`src/rtl/operand_forward_stage_pkg.sv`:
```
// Shared widths, the "no operand" tag value and the per-source operand record
// used by the operand forwarding stage and its CDB matcher.
package operand_forward_stage_pkg;

  localparam int XLEN_DEFAULT      = 32;
  localparam int TAG_WIDTH_DEFAULT = 6;

  // Tag 0 names x0 or an unused source slot; such an operand is always ready as zero.
  localparam int TAG_ZERO = 0;

  typedef struct packed {
    logic [TAG_WIDTH_DEFAULT-1:0] tag;
    logic [XLEN_DEFAULT-1:0]      data;
    logic                         valid;
  } src_operand_t;

endpackage

```
`src/rtl/operand_forward_stage_cdb_match.sv`:
```
// Looks one source tag up against every common data bus; the lowest-index
// valid bus carrying that tag supplies the data.
module cdb_match #(
  parameter int XLEN      = 32,
  parameter int TAG_WIDTH = 6,
  parameter int CDB_COUNT = 2
) (
  input  logic [TAG_WIDTH-1:0]           tag,
  input  logic [CDB_COUNT-1:0]           cdb_valid,
  input  logic [CDB_COUNT*TAG_WIDTH-1:0] cdb_tag,
  input  logic [CDB_COUNT*XLEN-1:0]      cdb_result,
  output logic                           hit,
  output logic [XLEN-1:0]                data
);

  // Scan from the top down so the lowest matching index is the last write.
  always_comb begin
    hit  = 1'b0;
    data = '0;
    for (int c = CDB_COUNT - 1; c >= 0; c--) begin
      if (cdb_valid[c] && (cdb_tag[c*TAG_WIDTH +: TAG_WIDTH] == tag)) begin
        hit  = 1'b1;
        data = cdb_result[c*XLEN +: XLEN];
      end
    end
  end

endmodule

```
`src/rtl/operand_forward_stage.sv`:
```
// Registered issue-to-reservation-station stage: resolves source operands from
// tag zero, the CDBs or the register file, and keeps waking them while stalled.
module operand_forward_stage
  import operand_forward_stage_pkg::*;
#(
  parameter int XLEN          = XLEN_DEFAULT,
  parameter int TAG_WIDTH     = TAG_WIDTH_DEFAULT,
  parameter int SRC_COUNT     = 2,
  parameter int CDB_COUNT     = 2,
  parameter int PAYLOAD_WIDTH = 96
) (
  input  logic                           clock,
  input  logic                           reset,
  input  logic                           flush,
  input  logic                           in_valid,
  output logic                           in_ready,
  input  logic [PAYLOAD_WIDTH-1:0]       in_payload,
  input  logic [SRC_COUNT*TAG_WIDTH-1:0] in_tag,
  input  logic [SRC_COUNT*XLEN-1:0]      rf_data,
  input  logic [SRC_COUNT-1:0]           rf_valid,
  input  logic [CDB_COUNT-1:0]           cdb_valid,
  input  logic [CDB_COUNT*TAG_WIDTH-1:0] cdb_tag,
  input  logic [CDB_COUNT*XLEN-1:0]      cdb_result,
  output logic                           out_valid,
  input  logic                           out_ready,
  output logic [PAYLOAD_WIDTH-1:0]       out_payload,
  output logic [SRC_COUNT*TAG_WIDTH-1:0] out_tag,
  output logic [SRC_COUNT*XLEN-1:0]      out_data,
  output logic [SRC_COUNT-1:0]           out_op_valid,
  output logic                           out_all_valid
);

  // Handshake: a transfer happens on an edge where valid and ready are both
  // high; in_ready is !out_valid || out_ready so a draining entry is replaced
  // in the same cycle, and flush only suppresses the capture, not in_ready.
  logic                           capture;
  logic [SRC_COUNT*TAG_WIDTH-1:0] lookup_tag;
  logic [SRC_COUNT-1:0]           hit;
  logic [SRC_COUNT*XLEN-1:0]      hit_data;

  assign in_ready      = !out_valid || out_ready;
  assign capture       = in_valid && in_ready && !flush;
  assign out_all_valid = out_valid && (&out_op_valid);

  // One matcher per source, shared between capture (incoming tag) and hold
  // (held tag); the two never happen in the same cycle.
  for (genvar s = 0; s < SRC_COUNT; s++) begin : g_src
    assign lookup_tag[s*TAG_WIDTH +: TAG_WIDTH] =
      capture ? in_tag[s*TAG_WIDTH +: TAG_WIDTH] : out_tag[s*TAG_WIDTH +: TAG_WIDTH];

    cdb_match #(
      .XLEN      (XLEN),
      .TAG_WIDTH (TAG_WIDTH),
      .CDB_COUNT (CDB_COUNT)
    ) u_match (
      .tag        (lookup_tag[s*TAG_WIDTH +: TAG_WIDTH]),
      .cdb_valid  (cdb_valid),
      .cdb_tag    (cdb_tag),
      .cdb_result (cdb_result),
      .hit        (hit[s]),
      .data       (hit_data[s*XLEN +: XLEN])
    );
  end

  always_ff @(posedge clock) begin
    if (reset) begin
      out_valid    <= 1'b0;
      out_payload  <= '0;
      out_tag      <= '0;
      out_data     <= '0;
      out_op_valid <= '0;
    end else if (flush) begin
      out_valid <= 1'b0;
    end else if (capture) begin
      out_valid   <= 1'b1;
      out_payload <= in_payload;
      out_tag     <= in_tag;
      for (int s = 0; s < SRC_COUNT; s++) begin
        if (in_tag[s*TAG_WIDTH +: TAG_WIDTH] == TAG_WIDTH'(TAG_ZERO)) begin
          out_data[s*XLEN +: XLEN] <= '0;
          out_op_valid[s]          <= 1'b1;
        end else if (hit[s]) begin
          out_data[s*XLEN +: XLEN] <= hit_data[s*XLEN +: XLEN];
          out_op_valid[s]          <= 1'b1;
        end else begin
          out_data[s*XLEN +: XLEN] <= rf_data[s*XLEN +: XLEN];
          out_op_valid[s]          <= rf_valid[s];
        end
      end
    end else if (out_valid && out_ready) begin
      out_valid <= 1'b0;
    end else if (out_valid) begin
      // Stalled: only still-pending operands may be woken by a CDB result.
      for (int s = 0; s < SRC_COUNT; s++) begin
        if (!out_op_valid[s] && hit[s]) begin
          out_data[s*XLEN +: XLEN] <= hit_data[s*XLEN +: XLEN];
          out_op_valid[s]          <= 1'b1;
        end
      end
    end
  end

endmodule

```
`config.mk`:
```
export PLATFORM = sky130hd
export DESIGN_NAME = operand_forward_stage
export DESIGN_NICKNAME = d
export VERILOG_FILES = /design/src/rtl/operand_forward_stage_pkg.sv /design/src/rtl/operand_forward_stage_cdb_match.sv /design/src/rtl/operand_forward_stage.sv
export SDC_FILE = /design/constraint.sdc
export NUM_CORES = 1
export LEC_CHECK = 0
export CAP_MARGIN = 30
export CORE_AREA = 2 2 171 173
export CTS_BUF_LIST = sky130_fd_sc_hd__clkbuf_16
export DETAILED_ROUTE_END_ITERATION = 7
export DIE_AREA = 0 0 173 175
export HOLD_SLACK_MARGIN = 0.1
export PLACE_DENSITY = 0.66
export SLEW_MARGIN = 20
export SYNTH_ARGS = -nofsm -noshare
export SYNTH_HDL_FRONTEND = slang
export SYNTH_SLANG_ARGS = --single-unit
```
`constraint.sdc`:
```
create_clock -name clock -period 2.1 [get_ports clock]
set_input_delay 0.21 -clock clock [delete_from_list [all_inputs] [get_ports clock]]
set_output_delay 0.21 -clock clock [all_outputs]
set_load 0.005 [all_outputs]
```
==> impl_results.md <==
- Status: finished, violations left
- Failing checks: negative setup slack
- Post-synthesis mux area share: 7.51%
- Starting Density: 30.5%
- Slew @ Worst Pin: 721 ps
- Unrepaired setup endpoints after global routing: true
- Syn Area/Cell: 7.80 µm²
- Largest family of logic cells by synthesized area: compound AO/OA/AOI/OAI gates
- Hold Crit Start: flush
- # IOs: 434
- Share of cells above drive strength 1: 16.9%
- Slew headroom: 51.9%
- Met2 WL: 18.4 mm
- CP Max Fanout: 11
- DR DRC count: 0
- FF-to-FF path depth: 13
- Met3 routed WL: 3.10 mm
- Adder-cell share of the synthesized area: 0%
- EDFF count, synth: 0
- Die area: 0.0303 mm²
- Synth top area share: 40.4%
- # rows: 62
- HPWL Detailed: 26.5 mm
- Design Area, Final: 0.0158 mm²
- Synth async-reset ratio: 0%
- CP required: 2430 ps
- Worst vdd ir: 0.384 mV
- Slew Limit Fails: 0
- Synth Flop Type: dfxtp_1
- CTS max path bufs: 2
- TritonCTS buffer count: 17
- Startpoint types: flip-flop
- Placement Setup Slack: -713 ps
- Antenna-violating nets left: 0
- Post-Syn Area: 0.00866 mm²
- IO Port Bufs: 433
- Metal-1 WL: 15.9 mm
- Static Leak: 0.00593 µW
- Total of max-cap violations: 0
- Yosys top cell by area: dfxtp_1
- R2R setup slack: -350 ps
- First DRT Iteration DRCs: 939
- Final hold viol count: 0
- Placer Congestion: 0.902
- Uppermost routed layer: met5
- TritonCTS clock tree: yes
- Mapped Cells: 1111
- Post-Synth XOR/XNOR Area: 1.72%
- Final WS setup: -349 ps
- Setup crit end kind: flip-flop
- Synthesized Nets: 1368
- Post-Place Cells: 1948
- Final #Nets: 1875
- Data arrival, critical path: 2780 ps
- Clk_skew: 13.1 ps
- Synth Area in Compound Gates: 23.1%
- Minimum clock period: 2450 ps
- Worst hold endpoint: out_valid
- First-pass GRT wire length: 56.5 mm
- Reg2reg end: out_data[30]
- Total routed wirelength: 38.7 mm
- Synth unique cells: 55
- Drt wl/cell: 19.2 µm
- Largest net degree at the start of global routing: 103
- CTS clk-pin slew, worst paths: 80 ps
- Ys Warns: 0
- Sequential share of the synthesized area: 40.4%
- Vias in the first global route: 9796
- Hold path depth: 3
- Synth top cells by count: nand2_1, dfxtp_1, a21oi_1
- Htree depth: 4
- Area Growth Syn to Fin: 82.8%
- Initial antenna violation count: 2
- Vias per cell: 5.08
- Area contributors post-synth: dfxtp_1, nand2_1, a21oi_1
- Synthesis-stage register bit count: 175
- First-pass iteration count of the detailed router: 6
- TritonCTS sink count: 175
- Placeable Area: 0.0284 mm²
- Final period utilization: 117%
- Crit Path Class: flip-flop to flip-flop
- Congestion Overflow GR: 0
- Setup violations, final: 66
- RR Startpoint: out_valid
- Count leader, synth: nand2_1
- Hold_ws: 175 ps
- Clk_lat worst skew: 440 ps
- Die Y: 175 µm
- Total negative setup slack: -18070 ps
- Placed Area: 0.0142 mm²
- Min-Delay Path Class: primary input to flip-flop
- Overall Global Routing Usage: 23.7%
- Layout Cells excl Fill: 2016
- Pwr/cell area: 551 mW/mm²
- Die width: 173 µm
- Via count: 10239
- Fmax: 0.408 GHz
- Post-Synth Simple-Gate Area: 19.3%
- Root buffer cell: clkbuf_16
==> cell families after synthesis <==
group	Yosys count
XOR/XNOR	17
AO/OA/AOI/OAI	284
multiplexers	65
flip-flops	175
AND/OR/NAND/NOR	406
buffers and inverters	164
==> registers in the layout, indices dropped and copies added (netlist names) <==
name          count
out_op_valid      2
out_payload      96
out_valid         1
out_data         64
out_tag          12
==> how the worst max path moves through the flow <==
stage	startpoint	to	slack, ps	cells after the start
after floorplan	out_valid	out_data[10]	-8	8
after global placement	flush	out_data[57]	-630	11
after detailed placement	flush	out_data[41]	-710	11
after CTS	out_valid	out_data[60]	-260	12
after global routing	out_valid	out_data[30]	-470	12
final	out_valid	out_data[30]	-350	13
==> critical path, cell delays in order, from the launching register on <==
cell and delay (ps):
dfxtp_2 330, nor2b_4 140, inv_4 130, buf_4 130
buf_4 100, o2111ai_1 120, nand2_1 150, o2111ai_4 180
buf_6 160, nor2_4 260, buf_6 170, buf_16 140
a211oi_1 50, o32ai_1 290
==> through the flow <==
stage	utilization, %	total power [µW]
CTS	54.3	8710
floorplan	-	4160
finish	55.8	8730
global route	55.8	9040
global placement	50.1	5230
detailed placement	50.1	5240
==> power breakdown <==
| part | switching [µW] | leakage (µW) | total, µW | internal [µW] |
|---|---|---|---|---|
| clock network | 1720 | 0.000301 | 3370 | 1650 |
| logic | 792 | 0.00421 | 1850 | 1060 |
| registers | 73.0 | 0.00142 | 3510 | 3430 |
==> placed cells by master (no fill, tap or decap), types with 11 or more instances in the layout <==
cell / netlist / layout
mux2i_1: 65 / 64
nor2_1: 46 / 42
clkbuf_16: 0 / 23
clkdlybuf4s50_1: 0 / 431
buf_6: 1 / 11
dfxtp_1: 175 / 174
a21oi_1: 146 / 144
o32ai_2: 29 / 24
buf_4: 8 / 95
nand2_1: 306 / 306
buf_12: 0 / 23
xnor2_1: 16 / 16
a211oi_2: 0 / 29
o22ai_1: 37 / 33
inv_1: 76 / 76
==> per-layer routing <==
layer / track usage [%] / vias up
met5: 0 / -
li1: - / 4787
met3: 5.85 / 90
met1: 30.1 / 4832
met2: 38.5 / 528
met4: 9.85 / 2
==> area by class of cell <==
type	count	area, µm²
clock buffer	17	425
clock inverter	15	199
timing repair buffer	574	5950
sequential	175	3500
tap	384	480
antenna	1	2.50
multi-input combinational	772	4980
inverter	78	295
fill	2537	12600
==> what timing repair did <==
action	4_1_cts	5_1_grt
endpoints found under the setup margin	65	89
endpoints found under the hold margin	4	0
pin swaps	14	28
setup buffers	17	5
gates resized for setup	58	38
gates cloned	6	7
hold buffers	1	0
No activity file was read; power rests on OpenSTA's default activity.
